**src/rtl/cpu_defs_pkg.sv**
```systemverilog
// Shared LEGv8-subset definitions: opcodes, ALU/PC selects, FSM states,
// condition codes, decoded-instruction record and the flag evaluator.
package cpu_defs;

  // 11-bit R/D-format opcodes (IR[31:21])
  localparam logic [10:0] OP_ADD  = 11'h458;
  localparam logic [10:0] OP_SUB  = 11'h658;
  localparam logic [10:0] OP_AND  = 11'h450;
  localparam logic [10:0] OP_ORR  = 11'h550;
  localparam logic [10:0] OP_EOR  = 11'h650;
  localparam logic [10:0] OP_ADDS = 11'h558;
  localparam logic [10:0] OP_SUBS = 11'h758;
  localparam logic [10:0] OP_LDUR = 11'h7C2;
  localparam logic [10:0] OP_STUR = 11'h7C0;

  // 10-bit I-format opcodes (IR[31:22])
  localparam logic [9:0] OP_ADDI = 10'h244;
  localparam logic [9:0] OP_SUBI = 10'h344;

  // 8-bit CB-format opcodes (IR[31:24])
  localparam logic [7:0] OP_CBZ   = 8'hB4;
  localparam logic [7:0] OP_CBNZ  = 8'hB5;
  localparam logic [7:0] OP_BCOND = 8'h54;

  // 6-bit B-format opcode (IR[31:26])
  localparam logic [5:0] OP_B = 6'h05;

  localparam logic [31:0] INSTR_HLT = 32'hD440_0000;

  // ALU function selects
  localparam logic [4:0] FS_AND = 5'b00000;
  localparam logic [4:0] FS_OR  = 5'b00100;
  localparam logic [4:0] FS_ADD = 5'b01000;
  localparam logic [4:0] FS_SUB = 5'b01001;
  localparam logic [4:0] FS_XOR = 5'b01100;

  // PC selects
  localparam logic [1:0] PS_HOLD = 2'b00;
  localparam logic [1:0] PS_INC  = 2'b01;
  localparam logic [1:0] PS_LOAD = 2'b10;
  localparam logic [1:0] PS_OFF  = 2'b11;

  typedef enum logic [1:0] {
    ST_FETCH = 2'd0,
    ST_EXEC  = 2'd1,
    ST_MEM2  = 2'd2,
    ST_HALT  = 2'd3
  } state_t;

  typedef enum logic [3:0] {
    CC_EQ = 4'd0,  CC_NE = 4'd1,  CC_HS = 4'd2,  CC_LO = 4'd3,
    CC_MI = 4'd4,  CC_PL = 4'd5,  CC_VS = 4'd6,  CC_VC = 4'd7,
    CC_HI = 4'd8,  CC_LS = 4'd9,  CC_GE = 4'd10, CC_LT = 4'd11,
    CC_GT = 4'd12, CC_LE = 4'd13, CC_AL = 4'd14, CC_NV = 4'd15
  } cond_t;

  typedef enum logic [3:0] {
    CLS_NOP, CLS_ALU_R, CLS_ALU_I, CLS_LDUR, CLS_STUR,
    CLS_B, CLS_CBZ, CLS_CBNZ, CLS_BCOND, CLS_HLT
  } instr_class_t;

  typedef struct packed {
    instr_class_t cls;
    logic [4:0]   fs;         // ALU op for ALU classes
    logic         c0;         // carry-in for subtraction
    logic         set_flags;  // ADDS/SUBS
    logic [4:0]   rd;
    logic [4:0]   rn;
    logic [4:0]   rm;
    logic [4:0]   rt;
    cond_t        cond;
    logic [63:0]  imm12;      // zero-extended
    logic [63:0]  imm9;       // sign-extended
    logic [63:0]  br26;       // sign-extended, word offset in bytes
    logic [63:0]  br19;       // sign-extended, word offset in bytes
  } decoded_t;

  // HI/LS and NV are deliberately unsupported and never taken.
  function automatic logic cond_met(input cond_t cc, input logic v, input logic c,
                                    input logic n, input logic z);
    logic taken;
    case (cc)
      CC_EQ:   taken = z;
      CC_NE:   taken = !z;
      CC_HS:   taken = c;
      CC_LO:   taken = !c;
      CC_MI:   taken = n;
      CC_PL:   taken = !n;
      CC_VS:   taken = v;
      CC_VC:   taken = !v;
      CC_GE:   taken = (n == v);
      CC_LT:   taken = (n != v);
      CC_GT:   taken = !z && (n == v);
      CC_LE:   taken = z || (n != v);
      CC_AL:   taken = 1'b1;
      default: taken = 1'b0;
    endcase
    return taken;
  endfunction

endpackage

```
**src/rtl/control_unit_instr_decode.sv**
```systemverilog
// Combinational IR decoder: instruction class, register fields and
// 64-bit extended immediates.
module instr_decode
  import cpu_defs::*;
(
  input  logic [31:0] ir,
  output decoded_t    dec
);

  // Classify the IR and extract every field regardless of class.
  always_comb begin
    // NOTE: assign every output a default first so no path leaves a value held (no latch).
    dec           = '0;
    dec.cls       = CLS_NOP;
    dec.rd        = ir[4:0];
    dec.rt        = ir[4:0];
    dec.rn        = ir[9:5];
    dec.rm        = ir[20:16];
    dec.cond      = cond_t'(ir[3:0]);
    dec.imm12     = {52'd0, ir[21:10]};
    dec.imm9      = {{55{ir[20]}}, ir[20:12]};
    dec.br26      = {{36{ir[25]}}, ir[25:0], 2'b00};
    dec.br19      = {{43{ir[23]}}, ir[23:5], 2'b00};

    if (ir == INSTR_HLT) begin
      dec.cls = CLS_HLT;
    end else begin
      case (ir[31:21])
        OP_ADD:  begin dec.cls = CLS_ALU_R; dec.fs = FS_ADD; end
        OP_ADDS: begin dec.cls = CLS_ALU_R; dec.fs = FS_ADD; dec.set_flags = 1'b1; end
        OP_SUB:  begin dec.cls = CLS_ALU_R; dec.fs = FS_SUB; dec.c0 = 1'b1; end
        OP_SUBS: begin dec.cls = CLS_ALU_R; dec.fs = FS_SUB; dec.c0 = 1'b1; dec.set_flags = 1'b1; end
        OP_AND:  begin dec.cls = CLS_ALU_R; dec.fs = FS_AND; end
        OP_ORR:  begin dec.cls = CLS_ALU_R; dec.fs = FS_OR;  end
        OP_EOR:  begin dec.cls = CLS_ALU_R; dec.fs = FS_XOR; end
        OP_LDUR: dec.cls = CLS_LDUR;
        OP_STUR: dec.cls = CLS_STUR;
        default: begin
          if (ir[31:22] == OP_ADDI) begin
            dec.cls = CLS_ALU_I;
            dec.fs  = FS_ADD;
          end else if (ir[31:22] == OP_SUBI) begin
            dec.cls = CLS_ALU_I;
            dec.fs  = FS_SUB;
            dec.c0  = 1'b1;
          end else if (ir[31:24] == OP_CBZ) begin
            dec.cls = CLS_CBZ;
          end else if (ir[31:24] == OP_CBNZ) begin
            dec.cls = CLS_CBNZ;
          end else if (ir[31:24] == OP_BCOND) begin
            dec.cls = CLS_BCOND;
          end else if (ir[31:26] == OP_B) begin
            dec.cls = CLS_B;
          end
        end
      endcase
    end
  end

endmodule

```
**src/rtl/control_unit.sv**
```systemverilog
// Multi-cycle LEGv8-subset controller: FETCH latches the IR, EXEC drives the
// datapath control word, MEM2 finishes loads/stores, HALT parks after HLT.
module control_unit
  import cpu_defs::*;
#(
  parameter logic [4:0] XZR = 5'd31
) (
  input  logic        clk,
  input  logic        rst,
  input  logic [31:0] instr,
  input  logic [4:0]  status,
  output logic [63:0] k,
  output logic [4:0]  reg_addr,
  output logic [4:0]  a_addr,
  output logic [4:0]  b_addr,
  output logic [4:0]  fs,
  output logic [1:0]  ps,
  output logic        reg_w,
  output logic        b_sel,
  output logic        b_en,
  output logic        alu_en,
  output logic        mem_en,
  output logic        chip_sel,
  output logic        mem_w,
  output logic        mem_r,
  output logic        stat_en,
  output logic        pc_reg_en,
  output logic        pc_rom_en,
  output logic        pc_sel,
  output logic        c0,
  output logic        halted
);

  state_t     state, state_next;
  logic [31:0] ir;
  decoded_t   dec;
  logic       flag_v, flag_c, flag_n, flag_z, z_imm;

  assign {flag_v, flag_c, flag_n, flag_z, z_imm} = status;

  instr_decode u_decode (
    .ir  (ir),
    .dec (dec)
  );

  // State register and instruction register; IR loads only in FETCH.
  always_ff @(posedge clk or posedge rst) begin
    if (rst) begin
      state <= ST_FETCH;
      ir    <= '0;
    end else begin
      // NOTE: non-blocking assignments so every register samples pre-edge values.
      state <= state_next;
      if (state == ST_FETCH) ir <= instr;
    end
  end

  // Next-state and control-word generation from state, IR and status.
  always_comb begin
    state_next = state;
    k          = '0;
    reg_addr   = '0;
    a_addr     = '0;
    b_addr     = XZR;
    fs         = '0;
    ps         = PS_HOLD;
    reg_w      = 1'b0;
    b_sel      = 1'b0;
    b_en       = 1'b0;
    alu_en     = 1'b0;
    mem_en     = 1'b0;
    chip_sel   = 1'b0;
    mem_w      = 1'b0;
    mem_r      = 1'b0;
    stat_en    = 1'b0;
    pc_reg_en  = 1'b0;
    pc_rom_en  = 1'b0;
    pc_sel     = 1'b0;
    c0         = 1'b0;
    halted     = 1'b0;

    case (state)
      ST_FETCH: begin
        pc_rom_en  = 1'b1;
        ps         = PS_HOLD;
        state_next = ST_EXEC;
      end

      ST_EXEC: begin
        state_next = ST_FETCH;
        case (dec.cls)
          CLS_ALU_R, CLS_ALU_I: begin
            a_addr   = dec.rn;
            b_addr   = (dec.cls == CLS_ALU_R) ? dec.rm : XZR;
            b_sel    = (dec.cls == CLS_ALU_I);
            k        = (dec.cls == CLS_ALU_I) ? dec.imm12 : '0;
            fs       = dec.fs;
            c0       = dec.c0;
            stat_en  = dec.set_flags;
            alu_en   = 1'b1;
            reg_w    = 1'b1;
            reg_addr = dec.rd;
            ps       = PS_INC;
          end
          CLS_LDUR, CLS_STUR: begin
            // Address goes out through the ALU; the RAM captures it at this edge.
            a_addr     = dec.rn;
            b_sel      = 1'b1;
            k          = dec.imm9;
            fs         = FS_ADD;
            alu_en     = 1'b1;
            mem_en     = 1'b1;
            ps         = PS_HOLD;
            state_next = ST_MEM2;
          end
          CLS_B: begin
            pc_sel = 1'b1;
            k      = dec.br26;
            ps     = PS_OFF;
          end
          CLS_CBZ, CLS_CBNZ: begin
            // Rt + XZR through the ALU exposes Rt==0 on z_imm.
            a_addr = dec.rt;
            b_addr = XZR;
            fs     = FS_ADD;
            pc_sel = 1'b1;
            k      = dec.br19;
            ps     = ((dec.cls == CLS_CBZ) == z_imm) ? PS_OFF : PS_INC;
          end
          CLS_BCOND: begin
            pc_sel = 1'b1;
            k      = dec.br19;
            ps     = cond_met(dec.cond, flag_v, flag_c, flag_n, flag_z) ? PS_OFF : PS_INC;
          end
          CLS_HLT: begin
            ps         = PS_HOLD;
            state_next = ST_HALT;
          end
          default: ps = PS_INC;
        endcase
      end

      ST_MEM2: begin
        state_next = ST_FETCH;
        ps         = PS_INC;
        if (dec.cls == CLS_LDUR) begin
          mem_r    = 1'b1;
          chip_sel = 1'b1;
          reg_w    = 1'b1;
          reg_addr = dec.rt;
        end else begin
          b_addr = dec.rt;
          b_en   = 1'b1;
          mem_w  = 1'b1;
        end
      end

      ST_HALT: begin
        halted     = 1'b1;
        state_next = ST_HALT;
      end

      default: state_next = ST_FETCH;
    endcase
  end

endmodule

```
**config.mk**
```make
export PLATFORM = sky130hd
export DESIGN_NAME = control_unit
export DESIGN_NICKNAME = d
export VERILOG_FILES = /design/src/rtl/cpu_defs_pkg.sv /design/src/rtl/control_unit_instr_decode.sv /design/src/rtl/control_unit.sv
export SDC_FILE = /design/constraint.sdc
export NUM_CORES = 1
export LEC_CHECK = 0
export ABC_AREA = 0
export BUFFER_PORTS_ARGS = -buffer_cell sky130_fd_sc_hd__buf_4
export CAP_MARGIN = 20
export CORE_MARGIN = 4
export CORE_UTILIZATION = 30
export CTS_CLUSTER_SIZE = 8
export DETAILED_ROUTE_END_ITERATION = 10
export PLACE_DENSITY = 0.48
export SYNTH_ARGS = -nofsm -noshare
export SYNTH_HDL_FRONTEND = slang
export SYNTH_HIERARCHICAL = 1
export SYNTH_SLANG_ARGS = --single-unit
```
**constraint.sdc**
```tcl
create_clock -name clk -period 4.45 [get_ports clk]
set_input_delay 0.89 -clock clk [delete_from_list [all_inputs] [get_ports clk]]
set_output_delay 0.89 -clock clk [all_outputs]
set_load 0.1 [all_outputs]
```
; ---- Word-level counts from Yosys, hierarchy flattened
; Index checks and enable logic that the tools add are counted.
[word_totals]
regBits = 34
output_inout_bits = 100
[classes]
eq_ne = 43
mux = 57
reduce_logical = 22
[ops]
columns = operator, count
row1 = $pmux W64 S4, 1
row2 = $eq A11 B11 Y1 const B, 9
row3 = $mux W64, 1
row4 = $mux W5, 8
row5 = $pmux W5 S2, 4
row6 = $eq A32 B32 Y1 const B, 1
row7 = $eq A4 B3 Y1 const B, 8
row8 = $eq A4 B4 Y1 const B, 7
row9 = $pmux W5 S5, 1
row10 = $mux W1, 22
row11 = $eq A10 B10 Y1 const B, 2
row12 = $mux W4, 5
row13 = $eq A4 B2 Y1 const B, 4
row14 = $eq A8 B8 Y1 const B, 2
row15 = $pmux W2 S4, 2
row16 = $reduce_or A7 Y1, 2
row17 = $pmux W1 S13, 1
row18 = $mux W12, 1
row19 = $pmux W4 S3, 1
row20 = $reduce_or A2 Y1, 6
row21 = $reduce_or A4 Y1, 3
row22 = $mux W9, 1
row23 = $reduce_or A3 Y1, 3
row24 = $eq A4 B1 Y1 const B, 2
row25 = 16 further kinds, 25

; ---- Depth between registers and ports, before layout
; Gate-level depths: netlist of run 1.
[logic_depth]
ltp_word = 15
ltp_mapped = 12
depth_no_buf = 9

; ---- Cells and area by module
; The synthesis of run 1 kept the hierarchy.
[by_module_without_submodules]
columns = mod, n_inst, cells_each, area_each_um2
row1 = control_unit, 1, 426, 3469.6
row2 = instr_decode, 1, 330, 2424.8

; ---- Worst setup path after synthesis of run 1
; No wires, ideal clock.
[synth_path]
path_kind = flip-flop to output port
from = register ir[20]
to = output reg_addr[0]
arrival_time_ns = 4.948
setup_slack_ns = -1.388
stages_incl_launch_ff = 10
path_cell_list = dfrtp_1 > nor4_1 > nand3_1 > or3_4 > o2111ai_2 > buf_2 > and4_1 > clkbuf_1 > a22oi_1 > nor2b_1
[synth_rtl]
columns = element, line_no
row1 = from (decl), control_unit.sv:35  ; logic [31:0] ir;
row2 = from (signal assigned), control_unit.sv:54  ; if (state == ST_FETCH) ir <= instr;
row3 = to (decl), control_unit.sv:13  ; output logic [4:0] reg_addr,

==> flow_metrics.env, run 1 <==
export IMPL_clk_pin_slew_ns=0.06
export IMPL_dp_slack_ns=0.149
export IMPL_synth_edf_count=0
export IMPL_worst_pin_slew_ns=0.961
export IMPL_cap_violations=0
export IMPL_hold_path_end="ir[27]"
export IMPL_clockBufferDepth=2
export IMPL_grt_max_degree=65
export IMPL_synthToLayoutAreaGrowth_pct=1.59
export IMPL_ys_seq_area_share_pct=14.4
export IMPL_routedWlPerCell_um=17.9
export IMPL_final_nets=701
export IMPL_cts_htree_levels=2
export IMPL_via_count=4544
export IMPL_powerDensity_mw_per_mm2=494
export IMPL_die_h_um=148
export IMPL_clock_sinks=34
export IMPL_dr_pass1_iters=10
export IMPL_wirelength_um=16600
export IMPL_ant_nets=0
export IMPL_synth_area_per_cell_um2=7.80
export IMPL_clockRootBuffer="clkbuf_16"
export IMPL_hold_viol=0
export IMPL_async_reset_ff_share_pct=100
export IMPL_ff2ff_path_depth=9
export IMPL_port_buffers=135
export IMPL_rrSetupSlack_ns=1.92
export IMPL_insertion_delay_ns=0.28
export IMPL_p_leak_nw=2.30
export IMPL_finalCritPeriodShare_pct=96.4
export IMPL_tritoncts="yes"
export IMPL_synth_compound_area_share_pct=22.2
export IMPL_grt_pass1_vias=4369
export IMPL_synth_warnings=6
export IMPL_holdPathStages=1
export IMPL_crit_type="reg -> out"
export IMPL_synth_simple_area_share_pct=12.9
export IMPL_worstSetupEndpointType="primary output"
export IMPL_start_util_pct=30.4
export IMPL_crit_path_start="ir[23]"
export IMPL_drc=0
export IMPL_crit_fanout=28
export IMPL_fp_row_count=51
export IMPL_grt_antenna_before_repair=0
export IMPL_finalSetupTns_ns=0
export IMPL_dieArea_mm2=0.0220
export IMPL_synth_xor_area_share_pct=1.04
export IMPL_synth_distinct_cells=57
export IMPL_drive_gt1_share_pct=47.6
export IMPL_first_iter_violations=550
export IMPL_cp_required_ns=3.56
export IMPL_status="complete, no violations"
export IMPL_utilization_pct=30.9
export IMPL_startpoint_type="flip-flop"
export IMPL_synth_fa_ha_area_share_pct=0.849
export IMPL_finClkSkew_ns=0.00479
export IMPL_hold_buffers=0
export IMPL_arrival_ns=3.40
export IMPL_slew_headroom_pct=36.3
export IMPL_r2r_end="state[1]"
export IMPL_grt_pass1_wl_um=25600
export IMPL_synth_seq_cells=34
export IMPL_grt_ovfl_total=0
export IMPL_numCtsBuffers=5
export IMPL_fin_ws_ns=0.158
export IMPL_fmax_mhz=233
export IMPL_holdWs_ns=0.587
export IMPL_synthMuxAreaShare_pct=6.62
export IMPL_min_delay_path_class="reg -> reg"
export IMPL_vias_per_cell=4.92
export IMPL_ios=139
export IMPL_reg2reg_from="ir[17]"
export IMPL_core_mm2=0.0194
export IMPL_min_period_ns=4.29
export IMPL_synth_top_family_by_area="buffers and inverters"
export IMPL_max_vdd_ir_drop_v=0.000209
export IMPL_dp_final_hpwl_um=11700
export IMPL_die_w_um=148
export IMPL_n_antenna_cell=0
export IMPL_netlist_area_mm2=0.00589
export IMPL_worstHoldStart="ir[27]"
export IMPL_routabilityCongestion=0.815
export IMPL_final_max_slew_violation_count=0
export IMPL_synthFlopType="dfrtp_1"
export IMPL_nFillCells=2106
export IMPL_setup_viol_count_final=0
export IMPL_synthCells=756
export IMPL_gr_usage_all_layers_pct=14.5
export IMPL_grt_setup_unrepaired="no"
==> timing repair <==
action	in CTS	in global routing
endpoints found under the hold margin	0	0
gates resized for setup	2	8
pin swaps	2	3
setup endpoints to repair	33	79
buffers inserted	3	0
cloned	0	0
==> sequential cells by signal, summed over array words and instances (netlist names) <==
register	count
ir	32
state	2
==> metrics by stage <==
step                      power (W)  instances  cell area, um2
after floorplan             0.00316        813            6440
after global placement      0.00247        913            5720
after detailed placement    0.00247        913            5720
after CTS                   0.00295        924            5950
after global routing        0.00312        924            5990
final                       0.00296        924            5990
==> placed cells by master, fill, tap and decap left out, types with 8 or more instances in the layout <==
| cell | count |
|---|---|
| dfrtp_1 | 31 |
| a222oi_1 | 64 |
| nor2_1 | 13 |
| buf_4 | 165 |
| conb_1 | 59 |
| nand2_1 | 80 |
| mux2_2 | 32 |
| a22oi_1 | 8 |
| o21ai_0 | 10 |
| a21oi_2 | 64 |
==> report_power, final <==
group / total [W] / switching, W / internal [W]
registers: 0.000673 / 0.000222 / 0.000451
logic: 0.00182 / 0.00125 / 0.000568
clock network: 0.000465 / 0.000143 / 0.000322
==> metal layers <==
layer	wire (um)	global-route usage [%]	up-vias
met1	7220	20.7	2171
li1	-	-	2175
met4	252	3.37	0
met3	1130	2.22	19
met5	0	0	-
met2	7970	22.9	179
==> cells by family (layout without fill, tap and decap cells) <==
family,Yosys count,count (layout)
other,2,59
AOI/OAI and AO/OA,177,177
DFF,34,34
xor gates and xnor gates,7,7
buffers and inverters,344,190
adders and majority gates,4,4
muxes,35,35
and+or+nand+nor,153,153
==> layout make-up <==
| cell class | count | area [um2] | area share (%) |
|---|---|---|---|
| Clock buffer | 5 | 125 | 2.09 |
| Clock inverter | 3 | 68.8 | 1.15 |
| Inverter | 9 | 33.8 | 0.564 |
| Multi-Input combinational cell | 435 | 3190 | 53.3 |
| Sequential cell | 34 | 855 | 14.3 |
| Tap cell | 265 | 332 | 5.54 |
| Timing Repair Buffer | 173 | 1380 | 23.1 |
==> worst max-delay path by stage <==
stage | to | slack, ns | depth (start not counted)
final | k[10] | 0.16 | 10
after global routing | k[10] | 0.002 | 10
after CTS | k[10] | 0.04 | 10
after detailed placement | k[10] | 0.15 | 10
after global placement | k[10] | 0.15 | 10
after floorplan | reg_addr[0] | -0.03 | 9
==> cells in the mapped netlist, drive strengths merged, types with 2 or more instances <==
cell type  count  area, um2
xnor2          3       26.3
and2           7       43.8
a22o           6       52.6
and3           4       25.0
nor2b         10       62.6
nor3           2       15.0
nor4b          3       38.8
nand2         82        308
dfrtp         34        851
o21ai         11       55.1
clkbuf        17       63.8
a21o           2       15.0
conb           2       7.51
a22oi          8       60.1
buf          318       2370
mux2          32        360
mux2i          3       30.0
nor4           5       37.5
nand4          2       12.5
and4           3       26.3
nor2          14       55.1
nand3         11       55.1
inv            9       33.8
o2111ai        2       23.8
nand2b         3       18.8
ha             4       50.1
a21oi         73        369
a222oi        64        641
xor2           4       35.0
o21a           2       15.0
==> worst max-delay path, stage by stage (launching register included) <==
cell and delay (ns):
dfrtp_2 0.52, nor4b_2 0.32, nand4_1 0.15, o21ai_0 0.34
buf_4 0.25, nor3_2 0.08, a22o_4 0.34, buf_4 0.26
a222oi_1 0.50, a21oi_2 0.09, buf_4 0.25
No activity file was read; power rests on OpenSTA's default activity.
==> run 2: changes to the inputs <==
--- a/config.mk
+++ b/config.mk
@@ -13,7 +13,6 @@
 export CTS_CLUSTER_SIZE = 8
 export DETAILED_ROUTE_END_ITERATION = 10
-export PLACE_DENSITY = 0.48
+export PLACE_DENSITY = 0.54
 export SYNTH_ARGS = -nofsm -noshare
 export SYNTH_HDL_FRONTEND = slang
-export SYNTH_HIERARCHICAL = 1
 export SYNTH_SLANG_ARGS = --single-unit
==> constraint.sdc (replaced) <==
create_clock -name clk -period 4.45 [get_ports clk]
set_input_delay 0.6675 -clock clk [delete_from_list [all_inputs] [get_ports clk]]
set_output_delay 0.6675 -clock clk [all_outputs]
set_load 0.1 [all_outputs]
==> flow_metrics.env, run 2 <==
export IMPL_grt_setup_unrepaired="no"
export IMPL_synthToLayoutAreaGrowth_pct=28.2
export IMPL_clockRootBuffer="clkbuf_8"
export IMPL_layout_common_cells="buf_4, dfrtp_1, mux2_2"
export IMPL_hold_viol=0
export IMPL_largest_reg_flops=32
export IMPL_insertion_delay_ns=0.28
export IMPL_startpoint_type="flip-flop"
export IMPL_synthFlopType="dfrtp_1"
export IMPL_crit_type="reg -> out"
export IMPL_max_vdd_ir_drop_v=0.0000996
export IMPL_numCtsBuffers=5
export IMPL_via_count=2843
export IMPL_min_period_ns=3.73
export IMPL_synth_common_cells="buf_4, dfrtp_1, mux2_2"
export IMPL_ff2ff_path_depth=5
export IMPL_cts_resized=0
export IMPL_cts_setup_buffers=0
export IMPL_wirelength_um=9690
export IMPL_synth_warnings=0
export IMPL_rrSetupSlack_ns=2.74
export IMPL_synth_area_leaders="dfrtp_1, buf_4, mux2_2, a22oi_1, a21oi_1"
export IMPL_start_util_pct=30.7
export IMPL_routedWlPerCell_um=17.7
export IMPL_async_reset_ff_share_pct=100
export IMPL_yosysTopAreaCellShare_pct=28.7
export IMPL_dr_pass1_iters=5
export IMPL_reg2reg_from="ir[22]"
export IMPL_holdWs_ns=0.491
export IMPL_setup_viol_count_final=0
export IMPL_finClkSkew_ns=0.00511
export IMPL_fp_row_count=36
export IMPL_clock_sinks=34
export IMPL_arrival_ns=3.06
export IMPL_cp_required_ns=3.78
export IMPL_hold_buffers=0
export IMPL_utilization_pct=39.3
export IMPL_final_nets=456
export IMPL_grt_pass1_vias=2611
export IMPL_cts_htree_levels=2
export IMPL_min_delay_path_class="in -> async"
export IMPL_port_buffers=135
export IMPL_grt_max_degree=38
export IMPL_p_leak_nw=1.66
export IMPL_synth_seq_cells=34
export IMPL_p_total_w=0.000726
export IMPL_ys_seq_area_share_pct=28.7
export IMPL_synth_area_per_cell_um2=8.84
export IMPL_grt_antenna_before_repair=0
export IMPL_drive_gt1_share_pct=46.6
export IMPL_core_mm2=0.00968
export IMPL_grt_pass1_wl_um=14800
export IMPL_yosys_area_top_type="dfrtp_1"
export IMPL_synthCells=336
export IMPL_r2r_end="state[1]"
export IMPL_netlist_area_mm2=0.00297
export IMPL_dieArea_mm2=0.0116
export IMPL_n_antenna_cell=0
export IMPL_vias_per_cell=5.20
export IMPL_synth_most_common_cell="buf_4"
export IMPL_routabilityCongestion=0.856
export IMPL_worst_pin_slew_ns=0.692
export IMPL_grt_ovfl_total=0
export IMPL_ant_nets=0
export IMPL_placedInstanceArea_mm2=0.00371
export IMPL_clk_pin_slew_ns=0.07
export IMPL_final_common_cell="buf_4"
export IMPL_first_iter_violations=196
export IMPL_largestRegisters="ir (32), state (2)"
export IMPL_powerDensity_mw_per_mm2=191
export IMPL_crit_fanout=37
export IMPL_final_max_slew_violation_count=0
export IMPL_ios=139
export IMPL_slew_headroom_pct=53.9
export IMPL_fmax_mhz=268
export IMPL_cap_violations=0
export IMPL_gr_usage_all_layers_pct=16.1
export IMPL_final_area_mm2=0.00381
export IMPL_synth_edf_count=0
export IMPL_synth_distinct_cells=60
export IMPL_top_register="ir"
export IMPL_status="complete, no violations"
export IMPL_drc=0
export IMPL_tritoncts="yes"
export IMPL_finalCritPeriodShare_pct=83.8
export IMPL_dp_final_hpwl_um=7240
export IMPL_worstSetupEndpointType="primary output"
export IMPL_die_h_um=107
export IMPL_die_w_um=107
export IMPL_clockBufferDepth=2
export IMPL_finalSetupTns_ns=0
-- run 2: changes by cell type after synthesis, sizes merged, moves of 4 or more --
| cell | previous run | this run |
|---|---|---|
| a22o | 6 | 0 |
| a32o | 0 | 5 |
| nor2b | 10 | 5 |
| a22oi | 8 | 25 |
| a222oi | 64 | 1 |
| a21oi | 73 | 27 |
| buf | 318 | 55 |
| a31oi | 1 | 5 |
| a221o | 0 | 5 |
| nand2 | 82 | 26 |
| nand3 | 11 | 3 |
-- run 2: report_power, final --
| group | internal [W] | total (W) | switching [W] |
|---|---|---|---|
| logic | 0.0000566 | 0.000127 | 0.0000704 |
| registers | 0.000324 | 0.000359 | 0.0000354 |
| clock network | 0.000125 | 0.000239 | 0.000114 |
| total | 0.000506 | 0.000726 | 0.000220 |
-- run 2: how the worst max path moves through the flow --
| stage | from | endpoint | slack, ns | cells after the start |
|---|---|---|---|---|
| after floorplan | ir[23] | k[28] | 0.32 | 6 |
| after global placement | ir[24] | k[27] | 1.08 | 7 |
| after detailed placement | ir[24] | k[46] | 1.05 | 7 |
| after CTS | ir[24] | k[46] | 0.73 | 7 |
| after global routing | ir[24] | k[47] | 0.47 | 7 |
| final | ir[24] | k[51] | 0.72 | 7 |
-- run 2: kinds of logic (layout without fill, tap and decap cells) --
group                    after synthesis  count (layout)  synth area share, %
adder cells (fa/ha/maj)                4               4                 1.69
XOR/XNOR                               3               3                0.885
other                                  1               3                0.126
multiplexers                          30              30                 11.4
flip-flops                            34              34                 28.7
AND/OR/NAND/NOR                       93              93                 18.7
buffers and inverters                 79             155                 17.2
AO/OA/AOI/OAI                         92              92                 21.5
-- run 2: through the flow --
stage | worst slack (ns) | std cells
floorplan | 0.316 | 338
finish | 0.721 | 547
global placement | 1.08 | 539
detailed placement | 1.05 | 539
CTS | 0.733 | 547
global route | 0.473 | 547
-- run 2: layer usage --
metal | track usage [%] | routed length (um)
met5 | 0 | 0
met4 | 3.16 | 37
met3 | 3.66 | 850
met2 | 25.0 | 4640
met1 | 23.0 | 4160
-- run 2: area by class of cell --
cell class	count	area [um2]
Inverter	7	26.3
Clock inverter	1	5.00
Multi-Input combinational cell	225	1620
Timing Repair Buffer	140	1050
Sequential cell	34	851
Fill cell	1041	5880
Clock buffer	7	86.3
Tap cell	133	166
-- run 2: critical path: stages, from the launching register on --
cell,delay (ns)
dfrtp_1,0.49
and3b_4,0.38
and3_1,0.44
nand2_1,0.30
a21boi_1,0.28
a21oi_2,0.18
buf_4,0.32
buf_4,0.36
==> run 3: changes to the inputs <==
ABC_AREA = 1   (was 0)
PLACE_DENSITY = 0.53   (was 0.54)
clock period = 3.74 ns   (was 4.45 ns; I/O delays follow)
==> flow_metrics.env, run 3 <==
export IMPL_status="complete, no violations"
export IMPL_max_vdd_ir_drop_v=0.000106
export IMPL_clockRootBuffer="clkbuf_8"
export IMPL_vias_per_cell=4.83
export IMPL_crit_type="reg -> out"
export IMPL_hold_viol=0
export IMPL_reg2reg_from="state[0]"
export IMPL_dieArea_mm2=0.0125
export IMPL_tritoncts="yes"
export IMPL_topRoutingLayerUsed="met4"
export IMPL_p_int_w=0.000614
export IMPL_cts_htree_levels=2
export IMPL_numCtsBuffers=5
export IMPL_synth_area_leaders="dfrtp_1, nand2_1, buf_4, inv_1, o21ai_0"
export IMPL_clock_sinks=34
export IMPL_routedWlPerCell_um=15.4
export IMPL_ys_seq_area_share_pct=26.4
export IMPL_grt_pass1_vias=3537
export IMPL_worstSetupEndpointType="primary output"
export IMPL_crit_fanout=37
export IMPL_final_max_slew_violation_count=0
export IMPL_die_w_um=112
export IMPL_grt_setup_unrepaired="no"
export IMPL_netlist_area_mm2=0.00322
export IMPL_grt_pass1_wl_um=18400
export IMPL_n_antenna_cell=0
export IMPL_gr_usage_all_layers_pct=18.1
export IMPL_yosys_area_top_type="dfrtp_1"
export IMPL_die_h_um=112
export IMPL_final_area_mm2=0.00416
export IMPL_synth_most_common_cell="nand2_1"
export IMPL_cp_required_ns=3.18
export IMPL_fmax_mhz=301
export IMPL_p_switching_w=0.000411
export IMPL_synthFlopType="dfrtp_1"
export IMPL_setup_viol_count_final=0
export IMPL_synth_distinct_cells=30
export IMPL_clk_pin_slew_ns=0.07
export IMPL_insertion_delay_ns=0.29
export IMPL_synth_edf_count=0
export IMPL_slew_headroom_pct=48.7
export IMPL_dp_final_hpwl_um=9290
export IMPL_core_mm2=0.0104
export IMPL_grt_antenna_before_repair=0
export IMPL_cap_violations=0
export IMPL_largestRegisters="ir (32), state (2)"
export IMPL_dr_pass1_iters=7
export IMPL_start_util_pct=31.0
export IMPL_switching_share_pct=40.1
export IMPL_synth_warnings=0
export IMPL_synth_seq_cells=34
export IMPL_routabilityCongestion=0.916
export IMPL_layout_common_cells="nand2_1, buf_4, inv_1"
export IMPL_wirelength_um=11600
export IMPL_ant_nets=0
export IMPL_drc=0
export IMPL_yosysTopAreaCellShare_pct=26.4
export IMPL_final_nets=663
export IMPL_min_delay_path_class="in -> async"
export IMPL_min_period_ns=3.32
export IMPL_wl_met3_um=839
export IMPL_arrival_ns=2.76
export IMPL_p_total_w=0.00102
export IMPL_ios=139
export IMPL_worst_pin_slew_ns=0.769
export IMPL_top_register="ir"
export IMPL_synth_area_per_cell_um2=6.11
export IMPL_p_leak_nw=2.43
export IMPL_finalCritPeriodShare_pct=88.8
export IMPL_finClkSkew_ns=0.00507
export IMPL_first_iter_violations=214
export IMPL_cts_resized=0
export IMPL_synth_common_cells="nand2_1, inv_1, nor2_1"
export IMPL_drive_gt1_share_pct=27.5
export IMPL_cts_setup_buffers=0
export IMPL_wl_met1_um=4960
export IMPL_final_common_cell="nand2_1"
export IMPL_holdWs_ns=0.379
export IMPL_comb_power_share_pct=30.4
export IMPL_hold_buffers=0
export IMPL_synthCells=528
export IMPL_crit_path_start="ir[30]"
export IMPL_rrSetupSlack_ns=1.88
export IMPL_port_buffers=135
export IMPL_dp_cells=749
export IMPL_grt_max_degree=38
export IMPL_clockBufferDepth=2
export IMPL_stdcell_count=755
export IMPL_async_reset_ff_share_pct=100
export IMPL_powerDensity_mw_per_mm2=247
export IMPL_startpoint_type="flip-flop"
export IMPL_synthToLayoutAreaGrowth_pct=28.9
export IMPL_placedInstanceArea_mm2=0.00407
export IMPL_largest_reg_flops=32
export IMPL_finalSetupTns_ns=0
export IMPL_fp_row_count=37
export IMPL_met2_length_um=5700
export IMPL_grt_ovfl_total=0
export IMPL_seqPwrFrac_pct=41.8
export IMPL_clock_power_share_pct=27.8
export IMPL_via_count=3643
==> run 3: changes by cell type in the layout (fill, tap and decap cells not counted), moves of 25 or more <==
cell     delta
a22oi_1    -25
inv_1      +75
mux2_2     -30
nand2_1   +123
nand3_1    +31
nor2_1     +38
o21ai_0    +34
==> run 3: path summary, 6_finish.rpt <==
kind | end | depth (start not counted)
setup / recovery | k[42] | 11
hold / removal | ir[19] | 3
setup reg to reg | state[1] | 6
hold reg to reg | ir[10] | 2
max in group asynchronous | ir[4] | 3
min in group clk | ir[10] | 3
==> run 3: through the flow <==
step	util, %	setup WS [ns]
6_report	39.9	0.419
3_3_place_gp	39.1	0.821
4_1_cts	39.9	0.394
2_1_floorplan	-	-0.260
3_5_place_dp	39.1	0.718
5_1_grt	39.9	0.130
==> run 3: power by group through the flow <==
stage	logic [W]	clock network [W]	registers, W
6_report	0.000311	0.000285	0.000429
5_1_grt	0.000335	0.000307	0.000433
4_1_cts	0.000313	0.000291	0.000428
3_5_place_dp	0.000313	0	0.000435
3_3_place_gp	0.000312	0	0.000436
2_1_floorplan	0.000237	0	0.000421
==> run 3: layout make-up <==
cell class	count	area, um2
Fill cell	1188	6260
Multi-Input combinational cell	354	1680
Timing Repair Buffer	141	1060
Sequential cell	34	851
Inverter	84	315
Tap cell	136	170
Clock buffer	6	82.6
==> run 3: cells by family after synthesis <==
| kind of cell | after synthesis | synth area share [%] |
|---|---|---|
| other cells | 1 | 0.116 |
| fa+ha+maj | 4 | 1.55 |
| buf+inv | 142 | 21.9 |
| simple gates | 263 | 34.9 |
| compound gates | 84 | 15.1 |
| flops | 34 | 26.4 |
==> run 3: worst max-delay path, stage by stage (launching register included) <==
cell and delay, ns:
dfrtp_1 0.43, inv_1 0.14, nand4_1 0.18, nor2_1 0.22
nor2_2 0.07, nand2_2 0.30, nand2_1 0.15, nand2_1 0.16
o21ai_1 0.08, inv_1 0.06, buf_4 0.30, buf_4 0.36
==> run 3: per-layer routing <==
layer	vias up	track usage, %
li1	1786	-
met1	1686	23.9
met2	157	31.1
met3	14	3.64
met4	0	3.16
met5	-	0
